File: src/rtl/mul_product_accumulator.sv
// mul_product_accumulator
//
// Sums framed product beats from the multiplier pipeline, one sum per frame.
// prod_last closes a frame. Each finished frame sum is queued in a small result
// FIFO. The upstream side cannot stall, so a result that arrives while the FIFO
// is full is discarded, and the sticky drop_err flag records the loss.
//
// Ports:
//   clk         rising-edge clock
//   rstn        synchronous active-low reset
//   prod_valid  product beat valid (there is no ready; upstream never stalls)
//   prod_last   beat closes the current frame (qualified by prod_valid)
//   prod        unsigned product, PROD_WIDTH bits
//   res_valid   FIFO head is valid
//   res_ready   consumer accepts the head
//   res_data    frame sum, ACC_WIDTH bits
//   res_terms   number of beats in the frame, saturating at all-ones
//   res_ovf     frame sum carried out of ACC_WIDTH bits at least once
//   drop_err    sticky: a finished result was lost to a full FIFO
//   busy        a frame is open
//
// Build option:
//   MUL_ACC_SATURATE_EN  when defined, the accumulator clamps to all-ones on
//                        carry-out instead of wrapping.
module mul_product_accumulator #(
    parameter int PROD_WIDTH = 8,
    parameter int ACC_WIDTH  = 16,
    parameter int CNT_WIDTH  = 8,
    parameter int FIFO_DEPTH = 4
) (
    input  logic                  clk,
    input  logic                  rstn,
    input  logic                  prod_valid,
    input  logic                  prod_last,
    input  logic [PROD_WIDTH-1:0] prod,
    output logic                  res_valid,
    input  logic                  res_ready,
    output logic [ACC_WIDTH-1:0]  res_data,
    output logic [CNT_WIDTH-1:0]  res_terms,
    output logic                  res_ovf,
    output logic                  drop_err,
    output logic                  busy
);

    localparam int PTR_W   = $clog2(FIFO_DEPTH);
    localparam int FCNT_W  = PTR_W + 1;
    localparam int ENTRY_W = ACC_WIDTH + CNT_WIDTH + 1;

    // ---------------- accumulator ----------------
    logic [ACC_WIDTH-1:0] acc_reg,   acc_next;
    logic [CNT_WIDTH-1:0] terms_reg, terms_next;
    logic                 ovf_reg,   ovf_next;
    logic                 first_reg, first_next;

    logic [ACC_WIDTH-1:0] base;
    logic [ACC_WIDTH:0]   sum;
    logic [ACC_WIDTH-1:0] acc_beat;
    logic [CNT_WIDTH-1:0] terms_beat;
    logic                 ovf_beat;

    always_comb begin
        // The first beat of a frame starts from zero, not from the previous frame.
        base = first_reg ? '0 : acc_reg;
        sum  = {1'b0, base} + {{(ACC_WIDTH + 1 - PROD_WIDTH){1'b0}}, prod};
`ifdef MUL_ACC_SATURATE_EN
        // Once clamped, acc is all-ones. Adding any nonzero product carries
        // again, and adding zero leaves it unchanged, so the clamp holds.
        acc_beat = sum[ACC_WIDTH] ? '1 : sum[ACC_WIDTH-1:0];
`else
        acc_beat = sum[ACC_WIDTH-1:0];
`endif
        ovf_beat   = (first_reg ? 1'b0 : ovf_reg) | sum[ACC_WIDTH];
        terms_beat = first_reg ? CNT_WIDTH'(1)
                   : ((&terms_reg) ? terms_reg : terms_reg + 1'b1);

        acc_next   = acc_reg;
        terms_next = terms_reg;
        ovf_next   = ovf_reg;
        first_next = first_reg;
        if (prod_valid) begin
            acc_next   = acc_beat;
            terms_next = terms_beat;
            ovf_next   = ovf_beat;
            first_next = prod_last;
        end
    end

    always_ff @(posedge clk) begin
        if (!rstn) begin
            acc_reg   <= '0;
            terms_reg <= '0;
            ovf_reg   <= 1'b0;
            first_reg <= 1'b1;
        end else begin
            acc_reg   <= acc_next;
            terms_reg <= terms_next;
            ovf_reg   <= ovf_next;
            first_reg <= first_next;
        end
    end

    assign busy = ~first_reg;

    // ---------------- result FIFO ----------------
    logic [ENTRY_W-1:0] mem [FIFO_DEPTH];
    logic [PTR_W-1:0]   wr_ptr_reg, wr_ptr_next;
    logic [PTR_W-1:0]   rd_ptr_reg, rd_ptr_next;
    logic [FCNT_W-1:0]  count_reg,  count_next;
    logic               drop_reg,   drop_next;

    logic               push, pop, full, wr_en;
    logic [ENTRY_W-1:0] entry_in;

    // The closing beat's own sum goes into the FIFO in the same cycle.
    // It does not wait for the accumulator registers to update.
    assign entry_in = {acc_beat, terms_beat, ovf_beat};
    assign push     = prod_valid & prod_last;
    assign pop      = res_valid & res_ready;
    assign full     = (count_reg == FCNT_W'(FIFO_DEPTH));
    // A same-cycle pop frees the slot, so a push into a full FIFO is kept then.
    assign wr_en    = push & (~full | pop);

    always_comb begin
        wr_ptr_next = wr_ptr_reg;
        rd_ptr_next = rd_ptr_reg;
        count_next  = count_reg;
        drop_next   = drop_reg | (push & ~wr_en);
        if (wr_en) begin
            wr_ptr_next = wr_ptr_reg + 1'b1;   // power-of-2 depth: natural wrap
        end
        if (pop) begin
            rd_ptr_next = rd_ptr_reg + 1'b1;
        end
        case ({wr_en, pop})
            2'b10:   count_next = count_reg + 1'b1;
            2'b01:   count_next = count_reg - 1'b1;
            default: count_next = count_reg;
        endcase
    end

    always_ff @(posedge clk) begin
        if (!rstn) begin
            wr_ptr_reg <= '0;
            rd_ptr_reg <= '0;
            count_reg  <= '0;
            drop_reg   <= 1'b0;
        end else begin
            wr_ptr_reg <= wr_ptr_next;
            rd_ptr_reg <= rd_ptr_next;
            count_reg  <= count_next;
            drop_reg   <= drop_next;
        end
    end

    // Storage needs no reset. Contents are only observed while count is nonzero.
    for (genvar gi = 0; gi < FIFO_DEPTH; gi++) begin : g_entry
        always_ff @(posedge clk) begin
            if (wr_en && (wr_ptr_reg == PTR_W'(gi))) begin
                mem[gi] <= entry_in;
            end
        end
    end

    assign res_valid = (count_reg != '0);
    assign {res_data, res_terms, res_ovf} = mem[rd_ptr_reg];
    assign drop_err  = drop_reg;

endmodule

File: config.mk
export PLATFORM = sky130hd
export DESIGN_NAME = mul_product_accumulator
export DESIGN_NICKNAME = d
export VERILOG_FILES = /design/src/rtl/mul_product_accumulator.sv
export SDC_FILE = /design/constraint.sdc
export NUM_CORES = 1
export LEC_CHECK = 0
export CAP_MARGIN = 20
export CORE_ASPECT_RATIO = 1.1
export CORE_UTILIZATION = 32
export DETAILED_ROUTE_END_ITERATION = 12
export DONT_BUFFER_PORTS = 1
export GPL_TIMING_DRIVEN = 0
export SYNTH_ARGS = -nofsm -noshare
export SYNTH_HDL_FRONTEND = slang
export SYNTH_SLANG_ARGS = --single-unit
File: constraint.sdc
create_clock -name clk -period 2.85 [get_ports clk]
set_input_delay 0.57 -clock clk [delete_from_list [all_inputs] [get_ports clk]]
set_output_delay 0.57 -clock clk [all_outputs]
set_load 0.03 [all_outputs]
## After elaboration in Yosys (flattened, before gate mapping)

Memories as Yosys holds them, arrays and structs flattened. A register that Yosys moved wholly into a read port is not among the register bits.
Cells that the tools add are included.

- Bits in registers: 34
- Bits in writable memories: 100
- Bits of input ports: 13
- Output and inout bits: 28
- Memories kept: 1

- Add/subtract/negate cells: 6
- Equal/unequal tests: 6
- Muxes and demuxes: 24
- Bitwise operators: 10
- Reductions and logical operators: 11

Memory list:

| memory | depth | width | rd ports | clocked after memory_dff | write ports | RTL line | source |
|---|---|---|---|---|---|---|---|
| mem | 4 | 25 | 1 | 1 | 1 | 105 | `logic [ENTRY_W-1:0] mem [FIFO_DEPTH];` |

Operators by type and width:

| cell | count |
|---|---|
| 25-bit two-way mux | 3 |
| 25-bit OR reduction | 3 |
| 16-bit by 8-bit adder with 17-bit output | 1 |
| 16-bit two-way mux | 1 |
| 8-bit two-way mux | 2 |
| 1-bit two-way mux | 12 |
| 2-bit two-way mux | 5 |
| 8-bit by 1-bit adder with 8-bit output, second input constant | 1 |
| 8-bit AND reduction | 1 |
| 2-bit == test, second input constant | 3 |
| 3-bit case mux with 2 select lines | 1 |
| 2-bit by 1-bit adder with 2-bit output, second input constant | 2 |
| 1-bit bitwise AND | 4 |
| 2-bit by 1-bit == test with 1-bit output, second input constant | 2 |
| 1-bit logical AND | 4 |
| 3-bit by 1-bit adder with 3-bit output, second input constant | 1 |
| 3-bit == test, second input constant | 1 |
| 1-bit NOT | 3 |
| 1-bit bitwise OR | 3 |
| 3-bit nonzero test | 1 |
| 3-bit by 1-bit subtractor with 3-bit output, second input constant | 1 |
| 2-bit zero test | 1 |
| 2-bit nonzero test | 1 |

## Longest topological paths before layout

Gate-level depths: netlist of run 1.

- Depth after elaboration: 11
- Gate-level depth with buffers: 10
- Mapped depth without buffers: 8

## Worst setup path after synthesis of run 1

OpenSTA, ideal clock, no wires.

- Kind: flip-flop to flip-flop
- From: register first_reg
- To: memory mem[0][19] (netlist name), data pin
- Setup time: 0.272 ns
- Data arrival time: 2.508 ns
- Setup slack: 0.071 ns
- Cell stages (with the launch flop): 11
- Buffers on the path: 2
- Path through: dfxtp_1 -> buf_2 -> buf_1 -> nor2b_1 -> ha_1 -> fa_1 -> a211o_1 -> a21o_1 -> a21oi_2 -> nor2_1 -> xnor2_1

- Word-level cells in the longest chain between the ends: 5

RTL lines:

| what | RTL line | source |
|---|---|---|
| from (decl) | 53 | `logic first_reg, first_next;` |
| from (signal assigned) | 98 | `first_reg <= first_next;` |
| 16-bit two-way mux (*) | 63 | `base = first_reg ? '0 : acc_reg;` |
| 16-bit by 8-bit adder with 17-bit output (*) | 64 | `sum = {1'b0, base} + {{(ACC_WIDTH + 1 - PROD_WIDTH){1'b0}}, prod};` |
| net sum[10] | 56 | `logic [ACC_WIDTH:0] sum;` |
| 25-bit two-way mux (no line) (2 in series) | - |  |
| 25-bit two-way mux (no line) (*) | - |  |
| to (decl) | 105 |  |

Mark *: on every way through the listed nets, which the timed path passes. The rest lies on a longest branch.

## Worst setup path after layout of run 1

- From: register first_reg
- To: register acc_reg[10]

- Word-level cells in the longest chain between the ends: 2

RTL lines:

| what | RTL line | source |
|---|---|---|
| 16-bit two-way mux | 63 |  |
| 16-bit by 8-bit adder with 17-bit output | 64 |  |
| to (signal assigned) | 95 | `acc_reg <= acc_next;` |
| to (decl) | 50 | `logic [ACC_WIDTH-1:0] acc_reg, acc_next;` |

No other way between the ends.
A chain may end at the register's enable or synchronous reset.

==> results of run 1 <==
-- final cells by class --
| class | instances | area [µm²] |
|---|---|---|
| Inverter | 11 | 41.29 |
| Timing Repair Buffer | 3 | 22.52 |
| Clock buffer | 23 | 457.9 |
| Sequential cell | 136 | 3725 |
| Clock inverter | 9 | 150.1 |
| Tap cell | 243 | 304.0 |
| Fill cell | 1723 | 11410 |
| Multi-Input combinational cell | 274 | 2308 |
| Buffer | 23 | 120.1 |
-- what timing repair did --
item | in CTS | in global routing
hold buffers | 0 | 0
pin swaps | 2 | 2
gates resized for setup | 10 | 8
setup buffers | 3 | 0
setup endpoints to repair | 72 | 43
endpoints found under the hold margin | 0 | 0
-- cells in the mapped netlist (all sizes together), types with 10 or more instances --
master / instances / area (µm²)
edfxtp: 100 / 3003
dfxtp: 36 / 720.7
nor2: 30 / 112.6
mux4: 25 / 563.0
nand2: 22 / 82.58
a21oi: 19 / 98.85
nand3: 18 / 90.09
buf: 16 / 76.33
nor2b: 16 / 100.1
xnor2: 14 / 122.6
ha: 13 / 162.7
a21o: 10 / 76.32
and2: 10 / 65.06
inv: 10 / 37.54
-- how the worst max path moves through the flow --
stage / from / endpoint / slack, ns
2_1_floorplan: first_reg$_SDFFE_PN1P_ / mem[0][19]$_DFFE_PP_ / 0.07
3_3_place_gp: first_reg$_SDFFE_PN1P_ / mem[0][19]$_DFFE_PP_ / -0.54
3_5_place_dp: first_reg$_SDFFE_PN1P_ / mem[1][19]$_DFFE_PP_ / -0.59
4_1_cts: first_reg$_SDFFE_PN1P_ / mem[1][19]$_DFFE_PP_ / 0.005
5_1_grt: first_reg$_SDFFE_PN1P_ / mem[1][17]$_DFFE_PP_ / 0.03
6_report: first_reg$_SDFFE_PN1P_ / acc_reg[10]$_SDFFE_PN0P_ / 0.15
-- power by group --
group / switching, mW / internal [mW] / leakage (nW)
sequential: 0.0651 / 2.23 / 1.21
combinational: 0.766 / 0.411 / 0.933
clock: 0.779 / 1.48 / 0.293
-- per-layer routing --
| metal | vias to the layer above | part of all wire, % | GRT usage, % |
|---|---|---|---|
| met5 | - | 0 | 0 |
| met4 | 0 | 2.3 | 6.705 |
| met3 | 22 | 4.7 | 4.348 |
| met2 | 73 | 53 | 25.52 |
| met1 | 1886 | 40 | 16.48 |
| li1 | 1748 | - | - |
-- metrics by stage --
stage               setup TNS (ns)  setup slack, ns  utilization [%]  hold WS, ns  instances
finish                           0           0.1528            38.45       0.3325        722
global route                     0          0.02553            38.45       0.3589        722
CTS                              0         0.004702            38.26       0.3224        722
detailed placement          -17.48          -0.5938            34.67       0.4605        687
global placement            -13.52          -0.5427            34.64       0.4513        687
floorplan                        0          0.07051                -       0.4407        444
-- kinds of logic after synthesis --
group           Yosys count  synth area share [%]
flops                   136                 60.85
fa+ha+maj                15                 3.312
compound gates           77                 8.955
buf+inv                  34                 2.351
simple gates            131                 11.47
mux                      32                 10.35
xor+xnor                 19                 2.719
==> run metrics, run 1 <==
RSZ-0062 raised after global routing=no; Antenna diodes=0; total CTS buffers=17; CP startpoint kind=flop; CTS tree=done; crit path max-delay cell type=dfxtp_2; slowest stage delay, CP=0.39 ns; Placed Area=6429 µm²; commonest non-fill, non-tap cell in the layout=edfxtp_1; Final period util=94.64%; clk_skew=0.01106 ns; outcome=complete, no violations; Crit Reg-Reg Startpoint=first_reg$_SDFFE_PN1P_; Die Y=147.0 µm; final hold vios=0; Layout area overhead=16.50%; Site Rows=52; drt first-iter violations=259; Clock Sinks=136; Crit. End Element=flop; number of flip-flops in the largest register=100; largest net degree at the start of global routing=26; DR pass1 iterations=4; Skew-Pair Late Insertion Delay=0.41 ns; setup slack, reg-to-reg=0.15 ns; max cap viols=0; Pwr Density=804.1 nW/µm²; critical path fanouts, max=10; routed vias/inst=5.165; Worst Max-Slew Pin Slew=0.8028 ns; critical path's most frequent cell=buf_6; Mapped Area=6120 µm²; Finished Cell Area=7129 µm²; Placeable Area=18,540 µm²; Main synth FF type=edfxtp_1; CP Depth=11; # port buffers=0; Initial Util=33.00%; initial antenna violation count=0; I/O Pins=41; Die X=133.9 µm; YS warnings=0; Post-synth ARST share=0%; Max Clk Rate=370.8 MHz; DRC=0; Total Wirelength=13,390 µm; Max Slew Vio Count=0; CP Class=reg2reg; CTS root buffer=clkbuf_16; # nets final=494; Vias=3,729; Tot Pwr=5.733 mW; Post-synth EDFFs=100; Worst Path Required=3.15 ns; Hold Path Sink=drop_err$_SDFF_PN0_; hold_sp=prod_last; Hold Path Depth=2; Rel. slew slack=46.48%; vias in the first global route=3,946; sequential cell area fraction in the yosys report=60.85%; leakage=2.432 nW; Tmin final=2.697 ns; crit-path cells=buf_6 > buf_6 > nor2b_1 > ha_1 > fa_2 > a211o_1 > a21o_4 > a21oi_4 > buf_4 > o32ai_1 > o21a_1; Clk pin slew, worst setup/hold paths=0.06 ns; reg2reg path depth=11; GRT Util Overall=14.68%; commonest cells after routing, fill and taps aside=100 x edfxtp_1, 35 x dfxtp_1, 30 x nor2_1; VDD IR max=407.8 µV; HP Class=in2reg; Detail Placement HPWL=8879 µm; Yosys cell types=59; syn nets=472; Cells after Synth=444; worst reg2reg path endpoint=acc_reg[10]$_SDFFE_PN0P_; WL per Instance=18.54 µm; Setup-failing EPs final=0; Buf+Inv Stages, Crit Path=3; die area=19,680 µm²; Arrival @ worst endpoint=3.00 ns; Top delay family on crit path=compound AO/OA/AOI/OAI gates; post-route ant nets=0; CTS Buffer Depth=2; fraction of layout instances using a drive strength above 1=19.42%; GR Overflow Total=0; post-synthesis average cell area=13.78 µm²; RD Place Congestion=0.8575; htree depth=4; global-route wire length before repair=21,500 µm; flops & latches, synth=136
(Power assumes the default switching activity.)
==> inputs of run 2 (changes only) <==
- CAP_MARGIN: 20 -> 30
==> results of run 2 <==
The final DEF is identical to that of run 1; final timing and power are the same.
